===== config.mk =====
export PLATFORM = sky130hd
export DESIGN_NAME = tlb_ctrl
export DESIGN_NICKNAME = d
export VERILOG_FILES = /design/src/rtl/tlb_pkg.sv /design/src/rtl/tlb_fill_idx.sv /design/src/rtl/tlb_ctrl.sv
export SDC_FILE = /design/constraint.sdc
export NUM_CORES = 1
export LEC_CHECK = 0
export BUFFER_PORTS_ARGS = -buffer_cell sky130_fd_sc_hd__buf_2
export CAP_MARGIN = 20
export CORE_AREA = 2 2 187 189
export CTS_CLUSTER_DIAMETER = 100
export CTS_CLUSTER_SIZE = 20
export DETAILED_ROUTE_END_ITERATION = 7
export DIE_AREA = 0 0 189 191
export RECOVER_POWER = 100
export SLEW_MARGIN = 20
export SYNTH_ARGS = -nofsm -noshare
export SYNTH_HDL_FRONTEND = slang
export SYNTH_SLANG_ARGS = --single-unit

===== constraint.sdc =====
create_clock -name clk -period 8.7 [get_ports clk]
set_clock_uncertainty 0.15 [all_clocks]
set_input_delay 0.87 -clock clk [delete_from_list [all_inputs] [get_ports clk]]
set_output_delay 0.87 -clock clk [all_outputs]
set_load 0.05 [all_outputs]

===== src/rtl/tlb_pkg.sv =====
// Shared encodings, ELO field positions and helpers for the TLB management sequencer.
package tlb_pkg;

    typedef enum logic [2:0] {
        TLBOP_SRCH = 3'd0,
        TLBOP_RD   = 3'd1,
        TLBOP_WR   = 3'd2,
        TLBOP_FILL = 3'd3,
        TLBOP_INV  = 3'd4
    } tlb_op_e;

    typedef enum logic [1:0] {
        ST_IDLE,
        ST_EXEC,
        ST_DONE
    } tlb_state_e;

    localparam int ELO_V   = 0;
    localparam int ELO_D   = 1;
    localparam int ELO_PLV = 2;
    localparam int ELO_MAT = 4;
    localparam int ELO_G   = 6;
    localparam int ELO_PPN = 8;

    localparam logic [5:0] PS_4KB        = 6'd12;
    localparam logic [5:0] PS_4MB        = 6'd22;
    localparam logic [5:0] ECODE_TLBR    = 6'h3F;
    localparam logic [4:0] INVTLB_OP_MAX = 5'd6;

    function automatic logic [31:0] pack_elo(input logic [19:0] ppn, input logic g,
                                             input logic [1:0] mat, input logic [1:0] plv,
                                             input logic d, input logic v);
        logic [31:0] elo;
        elo                  = '0;
        elo[ELO_V]           = v;
        elo[ELO_D]           = d;
        elo[ELO_PLV +: 2]    = plv;
        elo[ELO_MAT +: 2]    = mat;
        elo[ELO_G]           = g;
        elo[ELO_PPN +: 20]   = ppn;
        return elo;
    endfunction

endpackage


===== src/rtl/tlb_fill_idx.sv =====
// TLBFILL victim index generator: round-robin counter by default,
// 8-bit Fibonacci LFSR (x^8+x^6+x^5+x^4+1) when TLB_FILL_LFSR_EN is defined.
module tlb_fill_idx
    import tlb_pkg::*;
#(
    parameter int TLBNUM = 16,
    localparam int IW = $clog2(TLBNUM)
) (
    input  logic          clk,
    input  logic          reset,
    input  logic          adv,
    output logic [IW-1:0] idx
);

`ifdef TLB_FILL_LFSR_EN
    logic [7:0] lfsr;

    always_ff @(posedge clk) begin
        if (reset) begin
            lfsr <= 8'h01;
        end else if (adv) begin
            lfsr <= {lfsr[6:0], lfsr[7] ^ lfsr[5] ^ lfsr[4] ^ lfsr[3]};
        end
    end

    assign idx = lfsr[IW-1:0];
`else
    logic [IW-1:0] cnt;

    always_ff @(posedge clk) begin
        if (reset) begin
            cnt <= '0;
        end else if (adv) begin
            cnt <= (cnt == IW'(TLBNUM - 1)) ? '0 : cnt + 1'b1;
        end
    end

    assign idx = cnt;
`endif

endmodule


===== src/rtl/tlb_ctrl.sv =====
// TLB management sequencer: runs TLBSRCH/RD/WR/FILL/INVTLB as IDLE -> EXEC -> DONE.
// Fill index source is chosen in tlb_fill_idx by TLB_FILL_LFSR_EN.
module tlb_ctrl
    import tlb_pkg::*;
#(
    parameter int TLBNUM = 16,
    localparam int IW = $clog2(TLBNUM)
) (
    input  logic          clk,
    input  logic          reset,
    input  logic          op_valid,
    output logic          op_ready,
    input  logic [2:0]    op,
    input  logic [4:0]    inv_op,
    input  logic [9:0]    inv_asid,
    input  logic [18:0]   inv_vppn,
    input  logic [IW-1:0] csr_index,
    input  logic [5:0]    csr_ps,
    input  logic          csr_ne,
    input  logic [18:0]   csr_vppn,
    input  logic [9:0]    csr_asid,
    input  logic [31:0]   csr_elo0,
    input  logic [31:0]   csr_elo1,
    input  logic          csr_ecode_tlbr,
    output logic          s1_own,
    output logic [18:0]   s1_vppn_o,
    output logic [9:0]    s1_asid_o,
    input  logic          s1_found,
    input  logic [IW-1:0] s1_index,
    output logic          we,
    output logic [IW-1:0] w_index,
    output logic          w_e,
    output logic [18:0]   w_vppn,
    output logic [5:0]    w_ps,
    output logic [9:0]    w_asid,
    output logic          w_g,
    output logic [19:0]   w_ppn0,
    output logic [19:0]   w_ppn1,
    output logic [1:0]    w_plv0,
    output logic [1:0]    w_plv1,
    output logic [1:0]    w_mat0,
    output logic [1:0]    w_mat1,
    output logic          w_d0,
    output logic          w_d1,
    output logic          w_v0,
    output logic          w_v1,
    output logic [IW-1:0] r_index,
    input  logic          r_e,
    input  logic [18:0]   r_vppn,
    input  logic [5:0]    r_ps,
    input  logic [9:0]    r_asid,
    input  logic          r_g,
    input  logic [19:0]   r_ppn0,
    input  logic [19:0]   r_ppn1,
    input  logic [1:0]    r_plv0,
    input  logic [1:0]    r_plv1,
    input  logic [1:0]    r_mat0,
    input  logic [1:0]    r_mat1,
    input  logic          r_d0,
    input  logic          r_d1,
    input  logic          r_v0,
    input  logic          r_v1,
    output logic          invtlb_valid,
    output logic [4:0]    invtlb_op,
    output logic          done,
    output logic          err,
    output logic          wb_index_we,
    output logic [IW-1:0] wb_index,
    output logic          wb_ne,
    output logic          wb_entry_we,
    output logic [5:0]    wb_ps,
    output logic [18:0]   wb_vppn,
    output logic [31:0]   wb_elo0,
    output logic [31:0]   wb_elo1,
    output logic [9:0]    wb_asid
);

    tlb_state_e    state, state_nx;
    logic          accept, fill_adv, inv_legal;
    logic [IW-1:0] fill_idx;

    logic [2:0]    op_q;
    logic [4:0]    inv_op_q;
    logic [9:0]    inv_asid_q;
    logic [18:0]   inv_vppn_q;
    logic [IW-1:0] index_q;
    logic [5:0]    ps_q;
    logic          ne_q;
    logic [18:0]   vppn_q;
    logic [9:0]    asid_q;
    logic [31:0]   elo0_q, elo1_q;
    logic          ecode_q;
    logic          unused_elo;

    assign op_ready  = (state == ST_IDLE);
    assign accept    = op_valid && op_ready;
    assign inv_legal = (inv_op_q <= INVTLB_OP_MAX);

    // NOTE: sequential state uses non-blocking assignments so every flop updates from pre-edge values.
    always_ff @(posedge clk) begin
        if (reset) state <= ST_IDLE;
        else       state <= state_nx;
    end

    // NOTE: every always_comb output gets a default first so no path can infer a latch.
    always_comb begin
        state_nx     = state;
        s1_own       = 1'b0;
        we           = 1'b0;
        invtlb_valid = 1'b0;
        fill_adv     = 1'b0;
        unique case (state)
            ST_IDLE: if (accept) state_nx = ST_EXEC;
            ST_EXEC: begin
                state_nx = ST_DONE;
                case (op_q)
                    TLBOP_SRCH: s1_own = 1'b1;
                    TLBOP_WR:   we = 1'b1;
                    TLBOP_FILL: begin
                        we       = 1'b1;
                        fill_adv = 1'b1;
                    end
                    TLBOP_INV: begin
                        s1_own       = 1'b1;
                        invtlb_valid = inv_legal;
                    end
                    default: ;
                endcase
            end
            ST_DONE: state_nx = ST_IDLE;
            default: state_nx = ST_IDLE;
        endcase
    end

    // NOTE: request registers are pure data rewritten at every accept, so they carry no reset.
    always_ff @(posedge clk) begin
        if (accept) begin
            op_q       <= op;
            inv_op_q   <= inv_op;
            inv_asid_q <= inv_asid;
            inv_vppn_q <= inv_vppn;
            index_q    <= csr_index;
            ps_q       <= csr_ps;
            ne_q       <= csr_ne;
            vppn_q     <= csr_vppn;
            asid_q     <= csr_asid;
            elo0_q     <= csr_elo0;
            elo1_q     <= csr_elo1;
            ecode_q    <= csr_ecode_tlbr;
        end
    end

    tlb_fill_idx #(.TLBNUM(TLBNUM)) u_fill_idx (
        .clk   (clk),
        .reset (reset),
        .adv   (fill_adv),
        .idx   (fill_idx)
    );

    assign s1_vppn_o = (op_q == TLBOP_INV) ? inv_vppn_q : vppn_q;
    assign s1_asid_o = (op_q == TLBOP_INV) ? inv_asid_q : asid_q;
    assign invtlb_op = inv_op_q;
    assign r_index   = index_q;

    // Entry is valid if it is the refill handler writing, or software cleared NE.
    assign w_index = (op_q == TLBOP_FILL) ? fill_idx : index_q;
    assign w_e     = ecode_q | ~ne_q;
    assign w_vppn  = vppn_q;
    assign w_ps    = ps_q;
    assign w_asid  = asid_q;
    assign w_g     = elo0_q[ELO_G] & elo1_q[ELO_G];
    assign w_ppn0  = elo0_q[ELO_PPN +: 20];
    assign w_ppn1  = elo1_q[ELO_PPN +: 20];
    assign w_plv0  = elo0_q[ELO_PLV +: 2];
    assign w_plv1  = elo1_q[ELO_PLV +: 2];
    assign w_mat0  = elo0_q[ELO_MAT +: 2];
    assign w_mat1  = elo1_q[ELO_MAT +: 2];
    assign w_d0    = elo0_q[ELO_D];
    assign w_d1    = elo1_q[ELO_D];
    assign w_v0    = elo0_q[ELO_V];
    assign w_v1    = elo1_q[ELO_V];

    assign unused_elo = ^{elo0_q[31:28], elo0_q[7], elo1_q[31:28], elo1_q[7]};

    // Completion results are captured on the EXEC edge and presented during DONE.
    always_ff @(posedge clk) begin
        if (reset) begin
            done        <= 1'b0;
            err         <= 1'b0;
            wb_index_we <= 1'b0;
            wb_entry_we <= 1'b0;
            wb_index    <= '0;
            wb_ne       <= 1'b0;
            wb_ps       <= '0;
            wb_vppn     <= '0;
            wb_elo0     <= '0;
            wb_elo1     <= '0;
            wb_asid     <= '0;
        end else begin
            done        <= 1'b0;
            err         <= 1'b0;
            wb_index_we <= 1'b0;
            wb_entry_we <= 1'b0;
            if (state == ST_EXEC) begin
                done <= 1'b1;
                case (op_q)
                    TLBOP_SRCH: begin
                        wb_index_we <= s1_found;
                        wb_ne       <= ~s1_found;
                        if (s1_found) wb_index <= s1_index;
                    end
                    TLBOP_RD: begin
                        wb_entry_we <= 1'b1;
                        wb_ne       <= ~r_e;
                        wb_ps       <= r_e ? r_ps   : '0;
                        wb_vppn     <= r_e ? r_vppn : '0;
                        wb_asid     <= r_e ? r_asid : '0;
                        wb_elo0     <= r_e ? pack_elo(r_ppn0, r_g, r_mat0, r_plv0, r_d0, r_v0) : '0;
                        wb_elo1     <= r_e ? pack_elo(r_ppn1, r_g, r_mat1, r_plv1, r_d1, r_v1) : '0;
                    end
                    TLBOP_WR, TLBOP_FILL: ;
                    TLBOP_INV: err <= ~inv_legal;
                    default:   err <= 1'b1;
                endcase
            end
        end
    end

endmodule


==> run summary, run 1 <==
Status - finished, violations left
Failing checks - capacitance limit, slew limit
Setup tns final - 0 ns
Register area share after synthesis - 0.672
Cell Int Power - 1640 uW
Max_cap viols - 3
Final min period - 5.50 ns
Psw - 655 uW
Combinational power share - 0.148
WL per Instance - 17.4 um
Post-Syn Area - 8970 um^2
Top post-synthesis cells by count - edfxtp_1, dfxtp_1, a21oi_1
DIE AREA - 36100 um^2
GPL Wtd Cong - 0.783
Final WS setup - 3.20 ns
HP Start - wb_ne$_SDFFE_PP0P_
DRC - 0
Skew-Pair Late Insertion Delay - 0.48 ns
Total CTS buffers - 15
Largest net degree at the start of global routing - 97
Area growth syn-to-layout - 25.9%
Final Slew Violations - 232
CP arrival - 5.42 ns
Worst reg2reg path startpoint - state[1]$_SDFFE_PP0P_
Starting Density - 0.263
FMAX - 182 MHz
Clk slew on worst S/H paths - 0.08 ns
Clk sink count - 235
DP Worst Slack - 5.33 ns
Number of buffers added on ports - 461
Post-synth ARST share - 0
# rows - 68
GRT Total Usage - 0.139
CTS Root Cell - clkbuf_16
Vias in the first global route - 6789
HPWL Detailed - 18.6 mm
CTS tree - built
Post-CTS Setup Inserts - 0
Leak - 0.00393 uW
Worst reg2reg path endpoint - elo0_q[23]$_DFFE_PP_
Largest fanout on the critical path - 81
Layout cells sized above 1 - 0.252
Post-CTS Hold Fix Bufs - 0
Syn Area/Cell - 12.4 um^2
CTS resizes - 0
Initial DRC Count - 346
Seq pwr share - 0.543
Core Area - 34100 um^2
Final hold vios - 0
Ranking of synthesized cells by area - edfxtp_1, dfxtp_1, nand4_1, buf_4, a21oi_1
Unique masters post-synth - 35
I/O Pins - 482
Min-Delay Path Class - flop to flop
Slew margin rel. - -1.24
Critical Path Sink Type - flop
GRT Residual Overflow - 0
Clock power frac - 0.309
Switching Fraction - 0.286
Worst Tran Pin Value - 3.36 ns
DR vias - 7140
Flops & latches, synth - 235
Hold Crit Endpoint - wb_ne$_SDFFE_PP0P_
Nets - 1334
Pwr Density - 203 nW/um^2
Die H - 191 um
Final Cycle Share - 0.633
RSZ-0062 raised after global routing - no
Post-route ant nets - 0
Most frequent cell after synthesis - edfxtp_1
Worst-case reg-to-reg path depth - 3
Area fraction of the dominant cell type after synthesis - 0.442
Reg2Reg Setup Slack - 3.20 ns
Setup CP Type - flop to flop
Area leader, netlist - edfxtp_1
Clock Path Buffers - 3
Yosys warns - 0
Post-synth EDFFs - 132
Element type at the critical path start - flop
Pre-antenna DRT Iters - 4
Drt total wl - 27.1 mm
Initial antenna violation count - 1
Via density - 4.59
Peak supply drop - 0.131 mV
Die W - 189 um
H-tree level count - 1
Top FF cell, synth - edfxtp_1
Worst Path Required - 8.62 ns
Hold path depth - 2
Final setup vio count - 0
Syn Inst Count - 726
First-pass GRT wire length - 39.6 mm
-- power by group through the flow --
stage	Sequential (uW)	Combinational [uW]	Clock [uW]
after floorplan	1330	203	0
after global placement	1270	355	0
after detailed placement	1270	356	0
after CTS	1240	357	754
after global routing	1250	357	783
final	1240	340	709
-- registers in the layout (all words and copies together), names as in the netlist, 2 cells and up --
| signal | flops |
|---|---|
| wb_asid | 10 |
| u_fill_idx.idx | 4 |
| inv_vppn_q | 19 |
| elo1_q | 27 |
| invtlb_op | 5 |
| op_q | 3 |
| w_asid | 10 |
| r_index | 4 |
| wb_index | 4 |
| wb_elo1 | 27 |
| elo0_q | 27 |
| w_ps | 6 |
| inv_asid_q | 10 |
| w_vppn | 19 |
| wb_elo0 | 26 |
| wb_ps | 6 |
| wb_vppn | 19 |
| state | 2 |
-- per-layer routing --
layer,global-route usage,routed length [um],up-vias
met4,0.0397,668,0
met3,0.0290,1780,32
met5,0,0,-
met1,0.179,11300,3474
met2,0.234,13400,267
li1,-,-,3367
-- worst max-delay path, cell delays in order, from the launching register on --
cell,delay (ns)
dfxtp_1,0.37
nor2_1,0.25
and2_0,2.47
clkbuf_2,1.74
-- how the worst max path moves through the flow --
stage / to / slack, ns / cells after the start / start
floorplan: ecode_q$_DFFE_PP_ / 3.86 / 2 / state[1]$_SDFFE_PP0P_
global placement: s1_vppn_o[7] / 5.35 / 4 / op_q[1]$_DFFE_PP_
detailed placement: s1_vppn_o[7] / 5.33 / 4 / op_q[1]$_DFFE_PP_
CTS: s1_vppn_o[7] / 4.78 / 4 / op_q[1]$_DFFE_PP_
global route: elo1_q[8]$_DFFE_PP_ / 2.68 / 3 / state[1]$_SDFFE_PP0P_
finish: elo0_q[23]$_DFFE_PP_ / 3.20 / 3 / state[1]$_SDFFE_PP0P_
-- placed cells by master (no fill, tap or decap), types with 2 or more instances in the layout --
master / count
a21oi_1: 96
buf_2: 226
buf_4: 6
clkbuf_1: 243
clkbuf_16: 16
conb_1: 10
dfxtp_1: 103
edfxtp_1: 132
mux2_1: 2
mux2_2: 27
nand2_1: 16
nand2b_1: 4
nand3_1: 8
nand4_1: 88
nor2_1: 4
nor2b_1: 3
nor3_1: 3
nor3b_1: 2
o21ai_0: 94
-- final cells by class --
cell class / count / area [um^2]
Antenna cell: 1 / 2.50
Clock buffer: 24 / 430
Fill cell: 3626 / 22800
Inverter: 2 / 7.51
Multi-Input combinational cell: 372 / 2190
Sequential cell: 235 / 6030
Tap cell: 455 / 569
Timing Repair Buffer: 468 / 2060
-- kinds of logic after synthesis --
kind of cell               share of synthesized area
adders and majority gates                    0.00139
other                                       0.000418
DFF                                            0.672
and+or+nand+nor                               0.0904
buffers and inverters                         0.0880
AOI/OAI and AO/OA                              0.112
muxes                                         0.0364
-- through the flow --
| stage | utilization | instance area [um^2] | cells | total power (uW) | hold WS, ns |
|---|---|---|---|---|---|
| after floorplan | - | 9000 | 735 | 1530 | 0.334 |
| after global placement | 0.327 | 11200 | 1532 | 1620 | 0.287 |
| after detailed placement | 0.327 | 11200 | 1532 | 1620 | 0.300 |
| after CTS | 0.340 | 11600 | 1556 | 2350 | 0.313 |
| after global routing | 0.331 | 11300 | 1556 | 2390 | 0.342 |
| final | 0.331 | 11300 | 1557 | 2290 | 0.313 |
Power figures use the tool's default switching activity.
==> inputs of run 2 (changes only) <==
--- a/config.mk
+++ b/config.mk
@@ -7,11 +7,11 @@
 export LEC_CHECK = 0
 export BUFFER_PORTS_ARGS = -buffer_cell sky130_fd_sc_hd__buf_2
 export CAP_MARGIN = 20
-export CORE_AREA = 2 2 187 189
+export CORE_AREA = 2 2 188 190
 export CTS_CLUSTER_DIAMETER = 100
 export CTS_CLUSTER_SIZE = 20
 export DETAILED_ROUTE_END_ITERATION = 7
-export DIE_AREA = 0 0 189 191
+export DIE_AREA = 0 0 190 192
 export RECOVER_POWER = 100
 export SLEW_MARGIN = 20
 export SYNTH_ARGS = -nofsm -noshare
==> constraint.sdc (replaced) <==
create_clock -name clk -period 5.45 [get_ports clk]
set_clock_uncertainty 0.15 [all_clocks]
set_input_delay 0.545 -clock clk [delete_from_list [all_inputs] [get_ports clk]]
set_output_delay 0.545 -clock clk [all_outputs]
set_load 0.05 [all_outputs]
==> run 2 against run 1 <==
The run still ends with capacitance limit, slew limit left; final cell count grew 0.32%; highest routed layer is now met5; sequential power increased by 60%; via count rose by 0.42%; critical path depth unchanged; worst hold slack worse by 0.24 ns; critical endpoint unchanged; largest power group unchanged; count of clock-buffer cells in the layout is 2 lower; die area is 1.1% higher; register-to-register slack lost 1.9 ns; clock power is 57% higher; wire length increased by 0.35%; first-iteration DRC count unchanged.
==> run summary, run 2 (synthesized netlist as in run 1, its figures left out) <==
WP buf/inv - 1 (unchanged)
Slowest-stage cell, CP - and2_0
Leak - 0.00393 uW (about the same)
Number of buffers added on ports - 461 (unchanged)
Largest net degree at the start of global routing - 96 (-1.0%)
Delay-heaviest family, CP - simple AND/OR/NAND/NOR gates
Element type at the critical path start - flop
First-pass GRT wire length - 39.0 mm (-1.5%)
Fillcell total - 3633 (+0.19%)
Final hold vios - 0 (unchanged)
Reg2Reg Setup Slack - 1.32 ns (-1.88 ns)
Initial antenna violation count - 4 (+3)
Met2 Routed Length - 13.3 mm (-0.84%)
Critical Path Sink Type - flop
GPL Wtd Cong - 0.819 (+4.6%)
Post-CTS Hold Fix Bufs - 0 (unchanged)
Slew margin rel. - -0.963 (+0.281)
Peak supply drop - 0.213 mV (+62%)
Max_cap viols - 3 (unchanged)
CTS resizes - 0 (unchanged)
# rows - 68 (unchanged)
Vias in the first global route - 6545 (-3.6%)
Min-Delay Path Class - input pin to flop
Clk sink count - 235 (unchanged)
DR vias - 7170 (+0.42%)
DRC - 0 (unchanged)
Pre-antenna DRT Iters - 5 (+1)
Drt total wl - 27.2 mm (+0.35%)
CTS tree - built
WL met1 - 11.3 mm (+0.56%)
HPWL Detailed - 18.9 mm (+1.5%)
Core Area - 34300 um^2 (+0.50%)
Status - finished, violations left
Worst Path Required - 5.42 ns (-3.20 ns)
Largest stage delay, worst path - 2.17 ns (-0.30 ns)
GRT Total Usage - 0.137 (-0.00208)
Worst Tran Pin Value - 2.94 ns (-0.421 ns)
GRT Residual Overflow - 0 (unchanged)
CTS Root Cell - clkbuf_16
DIE AREA - 36500 um^2 (+1.1%)
Pwr Density - 321 nW/um^2 (+58%)
Multi-input gate area - 2200 um^2 (+0.40%)
Via density - 4.59 (about the same)
Die H - 192 um (+0.52%)
DR top layer - met5
Setup tns final - 0 ns (unchanged)
Leading cell type in the layout, fill and taps excluded - clkbuf_1
Most frequent cells in the layout - clkbuf_1, buf_2, edfxtp_1
Largest fanout on the critical path - 46 (-43%)
RSZ-0062 raised after global routing - no
Layout cells sized above 1 - 0.254 (+0.00113)
Nets - 1338 (+0.30%)
Total CTS buffers - 15 (unchanged)
Setup CP Type - flop to flop
FMAX - 242 MHz (+33%)
CP Cell Sequence - nor2_1 > and2_0 > buf_4
Post-route ant nets - 0 (unchanged)
H-tree level count - 1 (unchanged)
Initial DRC Count - 346 (unchanged)
WL per Instance - 17.4 um (about the same)
Clk slew on worst S/H paths - 0.09 ns (about the same)
Final min period - 4.13 ns (-1.37 ns)
Final Slew Violations - 213 (-8.2%)
Worst hold slack - 0.0725 ns (-0.240 ns)
CP arrival - 4.10 ns (-1.32 ns)
Die W - 190 um (+0.53%)
Skew-Pair Late Insertion Delay - 0.48 ns (about the same)
Final setup vio count - 0 (unchanged)
Post-CTS Setup Inserts - 0 (unchanged)
Sequential cell area - 6030 um^2 (unchanged)
I/O Pins - 482 (unchanged)
Largest regs - elo0_q: 27 flops, elo1_q: 27 flops, wb_elo1: 27 flops
Final Cycle Share - 0.758 (+0.126)
Starting Density - 0.262 (-0.00130)
Area growth syn-to-layout - 26.0%
Clock Path Buffers - 3 (unchanged)
Failing checks - capacitance limit, slew limit
Met3 wire len - 1.84 mm (+3.3%)
run 2: cell types whose count changed in the layout (fill, tap and decap cells not counted), moves of 2 or more:
cell and change:
mux2_2 +2, buf_4 +3, mux2_1 -2, diode_2 +2, o21ai_0 -16, buf_2 -5
o21ai_1 +16, clkbuf_1 +4
run 2: routing by layer:
| metal | up-vias | GRT usage |
|---|---|---|
| met5 | - | 0 |
| met4 | 2 | 0.0465 |
| met3 | 37 | 0.0305 |
| met2 | 287 | 0.223 |
| met1 | 3462 | 0.179 |
| li1 | 3382 | - |
run 2: per-stage QoR:
step | power, uW | instances | cell area, um^2 | setup WS [ns] | util
6_report | 3630 | 1562 | 11300 | 1.32 | 0.330
4_1_cts | 3720 | 1559 | 11600 | 1.81 | 0.339
5_1_grt | 3780 | 1562 | 11300 | 0.954 | 0.330
3_3_place_gp | 2590 | 1536 | 11200 | 2.34 | 0.327
3_5_place_dp | 2590 | 1536 | 11200 | 2.36 | 0.327
2_1_floorplan | 2440 | 735 | 9000 | 0.614 | -
run 2: worst paths after layout:
check,startpoint,end,cells after the start
max,state[1]$_SDFFE_PP0P_,elo0_q[23]$_DFFE_PP_,3
min,csr_vppn[13],w_vppn[13]$_DFFE_PP_,1
max reg2reg,state[1]$_SDFFE_PP0P_,elo0_q[23]$_DFFE_PP_,3
min reg2reg,wb_ne$_SDFFE_PP0P_,wb_ne$_SDFFE_PP0P_,2
run 2: layout make-up:
cell class / count / area share
sequential: 235 / 0.533
multi-input combinational: 372 / 0.195
timing repair buffer: 472 / 0.184
tap: 455 / 0.0504
clock buffer: 22 / 0.0355
inverter: 2 / 0.000664
antenna: 3 / 0.000664
clock inverter: 1 / 0.000553
run 2: power breakdown:
part / switching [uW] / internal (uW)
combinational: 434 / 113
clock: 591 / 515
sequential: 26.1 / 1960
